**config.mk**
```make
export PLATFORM = sky130hd
export DESIGN_NAME = seven_seg_scan_n
export DESIGN_NICKNAME = d
export VERILOG_FILES = /design/src/rtl/seven_seg_scan_n.sv
export SDC_FILE = /design/constraint.sdc
export NUM_CORES = 1
export LEC_CHECK = 0
export BUFFER_PORTS_ARGS = -buffer_cell sky130_fd_sc_hd__buf_2
export CORE_MARGIN = 2
export CORE_UTILIZATION = 40
export CTS_BUF_LIST = sky130_fd_sc_hd__clkbuf_4
export DETAILED_ROUTE_END_ITERATION = 8
export GPL_ROUTABILITY_DRIVEN = 0
export GPL_TIMING_DRIVEN = 0
export PLACE_DENSITY = 0.63
export SETUP_SLACK_MARGIN = 0.02
export SYNTH_ARGS = -nofsm -noshare
export SYNTH_HDL_FRONTEND = slang
export SYNTH_SLANG_ARGS = --single-unit
```
**constraint.sdc**
```tcl
create_clock -name clk -period 6.8 [get_ports clk]
set_input_delay 1.02 -clock clk [delete_from_list [all_inputs] [get_ports clk]]
set_output_delay 1.02 -clock clk [all_outputs]
set_load 0.05 [all_outputs]
```
**src/rtl/seven_seg_scan_n.sv**
```systemverilog
// Multiplexed seven-segment scanner for NUM_DIGITS hex digits with decimal
// points, per-digit blanking, leading-zero suppression, 16-level PWM
// brightness and frame-synchronous input capture. All outputs registered.
module seven_seg_scan_n #(
  parameter int NUM_DIGITS  = 4,
  parameter int REFRESH_DIV = 100000,
  parameter int ACTIVE_LOW  = 1
) (
  input  logic                    clk,
  input  logic                    rst,
  input  logic [4*NUM_DIGITS-1:0] val,
  input  logic [NUM_DIGITS-1:0]   dot,
  input  logic [NUM_DIGITS-1:0]   digit_en,
  input  logic                    lzs_en,
  input  logic [3:0]              bright,
  output logic [NUM_DIGITS-1:0]   an,
  output logic [6:0]              seg,
  output logic                    dp,
  output logic                    frame_tick
);

  localparam int PRE_W = $clog2(REFRESH_DIV);
  localparam int IDX_W = (NUM_DIGITS > 1) ? $clog2(NUM_DIGITS) : 1;
  localparam logic [PRE_W-1:0] PRE_LAST = PRE_W'(REFRESH_DIV - 1);
  localparam logic [IDX_W-1:0] IDX_LAST = IDX_W'(NUM_DIGITS - 1);
  localparam logic POL = (ACTIVE_LOW != 0);

  logic [PRE_W-1:0]        pre;
  logic [IDX_W-1:0]        idx;
  logic                    eof;

  logic [4*NUM_DIGITS-1:0] sh_val;
  logic [NUM_DIGITS-1:0]   sh_dot;
  logic [NUM_DIGITS-1:0]   sh_en;
  logic                    sh_lzs;
  logic [3:0]              sh_bright;

  logic [NUM_DIGITS-1:0]   supp;
  logic                    seen;
  logic [3:0]              cur_val;
  logic                    cur_dot;
  logic                    cur_en;
  logic                    cur_supp;
  logic                    pwm_on;
  logic [NUM_DIGITS-1:0]   an_on;
  logic [6:0]              seg_on;
  logic                    dp_on;

  // Hex to segment pattern, active-high, bit order g..a
  function automatic logic [6:0] hex_decode(input logic [3:0] h);
    case (h)
      4'h0:    hex_decode = 7'b0111111;
      4'h1:    hex_decode = 7'b0000110;
      4'h2:    hex_decode = 7'b1011011;
      4'h3:    hex_decode = 7'b1001111;
      4'h4:    hex_decode = 7'b1100110;
      4'h5:    hex_decode = 7'b1101101;
      4'h6:    hex_decode = 7'b1111101;
      4'h7:    hex_decode = 7'b0000111;
      4'h8:    hex_decode = 7'b1111111;
      4'h9:    hex_decode = 7'b1101111;
      4'hA:    hex_decode = 7'b1110111;
      4'hB:    hex_decode = 7'b1111100;
      4'hC:    hex_decode = 7'b0111001;
      4'hD:    hex_decode = 7'b1011110;
      4'hE:    hex_decode = 7'b1111001;
      default: hex_decode = 7'b1110001;
    endcase
  endfunction

  assign eof = (pre == PRE_LAST) && (idx == IDX_LAST);

  // Slot prescaler and digit index; idx advances at the end of each slot
  always_ff @(posedge clk) begin
    if (rst) begin
      pre <= '0;
      idx <= '0;
    end else if (pre == PRE_LAST) begin
      pre <= '0;
      idx <= (idx == IDX_LAST) ? '0 : idx + 1'b1;
    end else begin
      pre <= pre + 1'b1;
    end
  end

  // Shadow copy of the inputs, refreshed only at end of frame so a frame never tears
  always_ff @(posedge clk) begin
    if (rst) begin
      sh_val    <= '0;
      sh_dot    <= '0;
      sh_en     <= '0;
      sh_lzs    <= 1'b0;
      sh_bright <= '0;
    end else if (eof) begin
      sh_val    <= val;
      sh_dot    <= dot;
      sh_en     <= digit_en;
      sh_lzs    <= lzs_en;
      sh_bright <= bright;
    end
  end

  // Leading-zero mask: walk down from the top digit until a displayed nonzero digit
  always_comb begin
    supp = '0;
    seen = 1'b0;
    for (int i = NUM_DIGITS - 1; i >= 1; i--) begin
      if (!seen && !(sh_en[i] && (sh_val[4*i +: 4] != 4'd0)))
        supp[i] = 1'b1;
      if (sh_en[i] && (sh_val[4*i +: 4] != 4'd0))
        seen = 1'b1;
    end
    if (!sh_lzs)
      supp = '0;
  end

  // Select the digit currently being scanned and form active-high drive levels
  always_comb begin
    cur_val  = '0;
    cur_dot  = 1'b0;
    cur_en   = 1'b0;
    cur_supp = 1'b0;
    for (int i = 0; i < NUM_DIGITS; i++) begin
      if (idx == IDX_W'(i)) begin
        cur_val  = sh_val[4*i +: 4];
        cur_dot  = sh_dot[i];
        cur_en   = sh_en[i];
        cur_supp = supp[i];
      end
    end
    pwm_on = (sh_bright == 4'hF) || (pre[3:0] < sh_bright);
    an_on  = '0;
    for (int i = 0; i < NUM_DIGITS; i++)
      an_on[i] = (idx == IDX_W'(i)) && cur_en && pwm_on;
    seg_on = (cur_en && !cur_supp) ? hex_decode(cur_val) : 7'b0000000;
    dp_on  = cur_en && cur_dot;
  end

  // Registered pin drivers with board polarity applied
  always_ff @(posedge clk) begin
    if (rst) begin
      an         <= {NUM_DIGITS{POL}};
      seg        <= {7{POL}};
      dp         <= POL;
      frame_tick <= 1'b0;
    end else begin
      an         <= an_on ^ {NUM_DIGITS{POL}};
      seg        <= seg_on ^ {7{POL}};
      dp         <= dp_on ^ POL;
      frame_tick <= eof;
    end
  end

endmodule

```
==> impl_results.md, run 1 <==
- Number of synthesized register bits: 61
- Final critical-path required period: 2.70 ns
- Worst r2r path cells: 10
- Total detailed-routing wirelength: 5870 um
- Critical path launch point type: flop
- Routed vias: 2128
- Inserted Clock Buffers: 9
- Fraction of layout instances using a drive strength above 1: 20.8%
- Worst IR Drop VDD: 0.0725 mV
- Combinational family with the most area after synthesis: compound AO/OA/AOI/OAI gates
- Skew-Pair Late Insertion Delay: 0.40 ns
- Power Total: 584 uW
- Max Slew Vio Count: 0
- Pin count of the biggest net entering global routing: 11
- Slack of the worst reg-to-reg path: 4.10 ns
- Startpoint of the worst-slack reg-to-reg timing path: idx[1]
- Clk sink count: 61
- Part of the Yosys area used for sequential elements: 45.4%
- Static leakage: 0.00121 uW
- R2R Path End: seg[3]
- Die footprint: 7400 um^2
- Hold Path End: pre[0]
- Total of hold buffers inserted after clock tree synthesis: 0
- Register clock-pin slew on the reported worst setup and hold paths: 0.10 ns
- Synthesized-area fraction occupied by xor and xnor cells: 5.20%
- Global-route usage over all layers: 16.6%
- Via count of the first global-routing pass: 1918
- Clock tree root driver cell: clkbuf_4
- Sort of element at the end of the critical path: flop
- Buffer depth of the longest clock path: 2
- Largest driver fanout on the critical path: 10
- Most area-consuming cells after synthesis: dfxtp_1 45%, a22o_1 9.4%, ha_1 6.5%
- Vertical die dimension: 86.0 um
- PwrDens: 188 nW/um^2
- Area fraction in compound gates after synthesis: 20.1%
- Commonest cells after routing, fill and taps aside: 61 x dfxtp_1, 47 x buf_2, 29 x a22o_1
- Horizontal die dimension: 86.0 um
- Half-perimeter wire length of the detailed placement result: 4280 um
- First-pass detailed-route iteration total: 4
- Number of H-tree levels: 3
- Final Hold Slack: 0.463 ns
- Slew at the pin closest to its max-slew limit: 0.888 ns
- Final period util: 39.8%
- Number of flops mapped to enable cells by yosys: 0
- Path category of the worst min-delay check: flop to flop
- Buffer count from post-CTS setup fixing: 0
- Count of distinct cell types in the synthesized netlist: 47
- Post-synthesis share of cell area spent on full adders, half adders and majority gates: 6.51%
- Headroom to the max-slew limit: 40.8%
- Net Count, Synth: 320
- Share of power burned in registers: 61.6%
- Status: complete, no violations
- Initial antenna violation count: 0
- Starting Density: 41.9%
- Simple-gate portion of the synthesized area: 16.4%
- Number of cells traversed by the worst hold path: 1
- Reported max-cap violation count: 0
- Unrepaired setup endpoints after global routing: no
- Combinational cell fraction of total power: 4.1%
- Total Negative Setup Slacks: 0 ns
- Standard-cell rows: 29
- Area inside the core boundary: 6420 um^2
- Dominant register cell in the synthesized netlist: dfxtp_1
- Multiplexer share of the synthesized area: 1.12%
- Vias per Instance: 5.20
- GR Overflow Total: 0
- Routed Antenna Nets: 0
- Biggest area consumer among synthesized cells: dfxtp_1
- First-pass GRT wire length: 9360 um
- Proportion of netlist area held by the largest area contributor: 45.4%
- Clock network power share: 34.3%
- Setup violation total in the final timing report: 0
- Layout overhead on the synthesized area: 15.2%
- Count of yosys warnings during synthesis: 0
- Count of input and output buffers: 43
- Setup skew after layout: 0.0106 ns
- Residual DRC count: 0
- Hold Fails Final Rpt: 0
- I/O pin total: 44
- Initial drt markers: 80
- Fmax achieved: 370 MHz
- Antenna cells: 0
- Resized Gates After CTS: 0
- Final Net Count: 374
- Reported net switching power: 136 uW
- Clock tree from TritonCTS: done
- Async set or reset register ratio after synthesis: 0%
- Post-synthesis area per instance: 9.79 um^2
- Syn Std Cell Area: 2690 um^2
- Internal power contribution: 448 uW
- Leading cell type in the layout, fill and taps excluded: dfxtp_1
- Fraction of power spent switching nets: 23.3%
- Core utilization of the finished layout: 48.3%
- Required time worst endpoint: 7.08 ns
- Number of instances in the synthesized netlist: 275
- Arrival time at the worst endpoint: 2.99 ns
- Min-delay src: pre[0]
- Wirelength per Cell: 14.3 um
- Critical setup path kind: flop to flop
-- worst max-delay path by stage --
stage | start | to | slack, ns | cells after the start
after floorplan | idx[1] | seg[3] | 4.50 | 10
after global placement | idx[1] | seg[3] | 4.16 | 10
after detailed placement | idx[1] | seg[3] | 4.16 | 10
after CTS | idx[1] | seg[3] | 4.12 | 10
after global routing | idx[1] | seg[3] | 3.93 | 10
final | idx[1] | seg[3] | 4.10 | 10
-- power by group through the flow --
| stage | clock [uW] | combinational (uW) | sequential [uW] |
|---|---|---|---|
| floorplan | 0 | 11.5 | 368 |
| global placement | 0 | 23.5 | 368 |
| detailed placement | 0 | 23.7 | 369 |
| CTS | 207 | 24.0 | 360 |
| global route | 221 | 26.5 | 361 |
| finish | 201 | 23.7 | 360 |
-- cells in the mapped netlist (2+ instances only) --
library cell  instances
and3_1                3
nand2b_1              2
clkbuf_1              5
a221oi_1              2
nand2_1              16
nand3b_1              6
a21o_1                2
xnor2_1               9
xor2_1                7
nor3_1                2
nand3_1               7
buf_2                 4
nor4_1                2
a211oi_1              6
nor3b_1               4
o41ai_1               2
dfxtp_1              61
inv_1                16
o211ai_1              6
a221o_1               4
ha_1                 14
a21oi_1               5
and2_1                2
buf_6                 3
nor2b_1               2
o21ai_0               2
o21ai_1               3
nor2_1               28
mux2i_1               3
nand4_1               2
a22o_1               29
-- area by class of cell --
type	instances	area (um^2)
clock inverter	3	15.0
clock buffer	11	82.6
timing repair buffer	43	215
fill	605	3320
multi-input combinational	184	1330
tap	77	96.3
buffer	13	80.1
sequential	61	1220
inverter	17	63.8
-- cells by family (layout without fill, tap and decap cells) --
kind of cell | count (synthesis) | in the layout
buf+inv | 30 | 87
compound gates | 68 | 68
simple gates | 83 | 83
xor+xnor | 16 | 16
mux | 3 | 3
flops | 61 | 61
fa+ha+maj | 14 | 14
-- routing by layer --
| layer | share of wire (%) | wire length (um) | track usage (%) | up-vias |
|---|---|---|---|---|
| met5 | 0 | 0 | 0 | - |
| met4 | 1.7 | 100 | 9.52 | 0 |
| met3 | 5.4 | 319 | 3.56 | 10 |
| met2 | 43 | 2530 | 23.7 | 56 |
| met1 | 50 | 2920 | 23.0 | 959 |
| li1 | - | - | - | 1103 |
-- per-stage QoR --
stage / cell area, um^2 / std cells / worst slack, ns
5_1_grt: 3100 / 409 / 3.93
6_report: 3100 / 409 / 4.10
3_5_place_dp: 3000 / 395 / 4.16
2_1_floorplan: 2690 / 275 / 4.50
4_1_cts: 3100 / 409 / 4.12
3_3_place_gp: 3000 / 395 / 4.16
-- sequential cells by signal, indices dropped and copies added (netlist names) --
name / flops
dp: 1
pre: 17
sh_bright: 4
an: 4
sh_dot: 4
sh_lzs: 1
sh_en: 4
seg: 7
sh_val: 16
idx: 2
frame_tick: 1
-- critical path, cell delays in order (launching register included) --
cell and delay (ns):
dfxtp_1 0.40, ha_1 0.24, clkbuf_1 0.34, clkbuf_1 0.41, nor3b_1 0.09, a221o_1 0.37
ha_1 0.23, inv_1 0.10, nor2_1 0.07, a211oi_1 0.24, o21ai_1 0.09
No activity file was read; power rests on OpenSTA's default activity.
==> run 2, diff against run 1 <==
--- a/config.mk
+++ b/config.mk
@@ -12,7 +12,7 @@
 export DETAILED_ROUTE_END_ITERATION = 8
 export GPL_ROUTABILITY_DRIVEN = 0
 export GPL_TIMING_DRIVEN = 0
-export PLACE_DENSITY = 0.63
+export PLACE_DENSITY = 0.65
 export SETUP_SLACK_MARGIN = 0.02
 export SYNTH_ARGS = -nofsm -noshare
 export SYNTH_HDL_FRONTEND = slang
==> constraint.sdc (replaced) <==
create_clock -name clk -period 2.2 [get_ports clk]
set_input_delay 0.33 -clock clk [delete_from_list [all_inputs] [get_ports clk]]
set_output_delay 0.33 -clock clk [all_outputs]
set_load 0.05 [all_outputs]
==> run 2 against run 1 <==
The run now ends with setup timing left. Critical path depth down 3. Via count is 5.2% higher. First-iteration DRC count increased by 57%. Die area unchanged. Worst setup slack worse by 4.1 ns. Non-clock buffer count increased by 14. Sequential cell count stayed put. Sequential power grew to 3.1 times the previous value. Wire length grew 9.3%. Combinational power increased to 4.5 times the previous value. Power increased to 3.6 times the previous value. Critical endpoint is now sh_bright[2].
==> impl_results.md, run 2 (same netlist as run 1, synthesis figures left out) <==
- Status: finished, violations left
- Failing checks: setup timing
- Number of H-tree levels: 3
- Worst IR Drop VDD: 0.263 mV
- Largest driver fanout on the critical path: 6
- Clock tree from TritonCTS: done
- Crit path cell chain: ha_4, nand3_4, or4b_4, nor4_4, a21oi_4, buf_6, a22o_1
- Horizontal die dimension: 86.0 um
- Reported max-cap violation count: 0
- Min-delay src: bright[1]
- Antenna cells: 0
- First-pass GRT wire length: 9830 um
- Worst r2r path cells: 7
- Hold Path End: sh_bright[1]
- Sort of element at the end of the critical path: flop
- Path category of the worst min-delay check: input port to flop
- Buffer depth of the longest clock path: 2
- Register clock-pin slew on the reported worst setup and hold paths: 0.10 ns
- Vertical die dimension: 86.0 um
- Final critical-path required period: 2.22 ns
- Final period util: 101%
- Layout overhead on the synthesized area: 31.3%
- Power Total: 2080 uW
- Global-route layer with the greatest usage: met1
- Count of input and output buffers: 43
- Critical path launch point type: flop
- Fraction of layout instances using a drive strength above 1: 33.9%
- Cell Count Post-Placement: 395
- Startpoint of the worst-slack reg-to-reg timing path: pre[1]
- Half-perimeter wire length of the detailed placement result: 4250 um
- Total detailed-routing wirelength: 6410 um
- Vias per Instance: 5.27
- Unrepaired setup endpoints after global routing: yes
- Die footprint: 7400 um^2
- Routed vias: 2238
- Max reg flops: 17
- Library cell contributing the largest single delay on the critical path: or4b_4
- Clock tree root driver cell: clkbuf_4
- I/O pin total: 44
- Met2 track utilization from global routing: 24.2%
- Area inside the core boundary: 6420 um^2
- Total Negative Setup Slacks: -0.166 ns
- Critical setup path kind: flop to flop
- Via count of the first global-routing pass: 1998
- Stage delay of the slowest cell on the critical path: 0.54 ns
- Number of cells traversed by the worst hold path: 2
- Routed Antenna Nets: 0
- Final Net Count: 388
- Required time worst endpoint: 2.50 ns
- Arrival time at the worst endpoint: 2.51 ns
- Leading cell type in the layout, fill and taps excluded: dfxtp_1
- PwrDens: 588 nW/um^2
- Met3 track demand over resource in global routing: 4.91%
- Fmax achieved: 451 MHz
- Standard-cell rows: 29
- Worst setup path startpoint: pre[1]
- Initial antenna violation count: 0
- Setup violation total in the final timing report: 26
- Hold Fails Final Rpt: 0
- Global-route usage over all layers: 17.1%
- Final Instance Count excl. Fillers: 425
- First-pass detailed-route iteration total: 4
- Initial drt markers: 126
- Wirelength per Cell: 15.1 um
- Clk sink count: 61
- Final Hold Slack: 0.134 ns
- Static leakage: 0.00136 uW
- Headroom to the max-slew limit: 61.8%
- Pin count of the biggest net entering global routing: 11
- R2R Path End: sh_bright[2]
- Inserted Clock Buffers: 9
- Setup skew after layout: 0.00979 ns
- Residual DRC count: 0
- Starting Density: 41.9%
- Slew at the pin closest to its max-slew limit: 0.574 ns
- Slack of the worst reg-to-reg path: -0.02 ns
- Max Slew Vio Count: 0
- Met1 track demand over resource: 24.2%
- Skew-Pair Late Insertion Delay: 0.40 ns
- Largest registers: pre: 17 flops, sh_val: 16 flops, seg: 7 flops
- Final worst-path setup slack: -0.0184 ns
- Biggest register: pre
- GR Overflow Total: 0
- Commonest cells after routing, fill and taps aside: 57 x dfxtp_1, 45 x buf_2, 29 x a22o_1
run 2: critical path, delay by kind of cell (launching register included):
family | cells | cell delay [ns]
AOI/OAI and AO/OA | 2 | 0.37
adders and majority gates | 1 | 0.16
buffers and inverters | 1 | 0.17
DFF | 1 | 0.38
and+or+nand+nor | 3 | 1.03
run 2: routing by layer:
layer	vias to the layer above	wire length, um
met5	-	0
met4	0	60
met3	4	307
met2	54	2910
met1	1052	3130
li1	1128	-
run 2: where the power goes:
part / total [uW] / switching (uW) / internal (uW)
combinational: 106 / 48.3 / 57.8
sequential: 1110 / 7.06 / 1110
clock: 859 / 396 / 463
total: 2080 / 451 / 1630
run 2: worst max path at each step:
stage / slack [ns] / endpoint / depth (start not counted)
after floorplan: 0.05 / sh_dot[0] / 7
after global placement: -0.30 / seg[3] / 11
after detailed placement: -0.34 / seg[3] / 11
after CTS: 0.01 / seg[3] / 9
after global routing: -0.09 / seg[3] / 11
final: -0.02 / sh_bright[2] / 7
run 2: area by class of cell:
class	instances	area [um^2]
Clock buffer	10	75.1
Fill cell	564	2890
Timing Repair Buffer	57	349
Sequential cell	61	1240
Clock inverter	6	77.6
Multi-Input combinational cell	184	1500
Buffer	13	136
Inverter	17	67.6
Tap cell	77	96.3
run 2: timing repair:
action / 4_1_cts / 5_1_grt
pin swaps: 5 / 44
setup buffers: 3 / 7
gates cloned: 0 / 4
hold buffers: 0 / 0
gates resized for setup: 25 / 49
setup endpoints to repair: 57 / 46
run 2: through the flow:
step | setup slack [ns] | utilization (%) | instance area (um^2)
3_5_place_dp | -0.340 | 46.8 | 3010
3_3_place_gp | -0.297 | 46.8 | 3010
4_1_cts | 0.0103 | 50.8 | 3270
5_1_grt | -0.0912 | 55.1 | 3540
6_report | -0.0184 | 55.1 | 3540
2_1_floorplan | 0.0499 | - | 2700
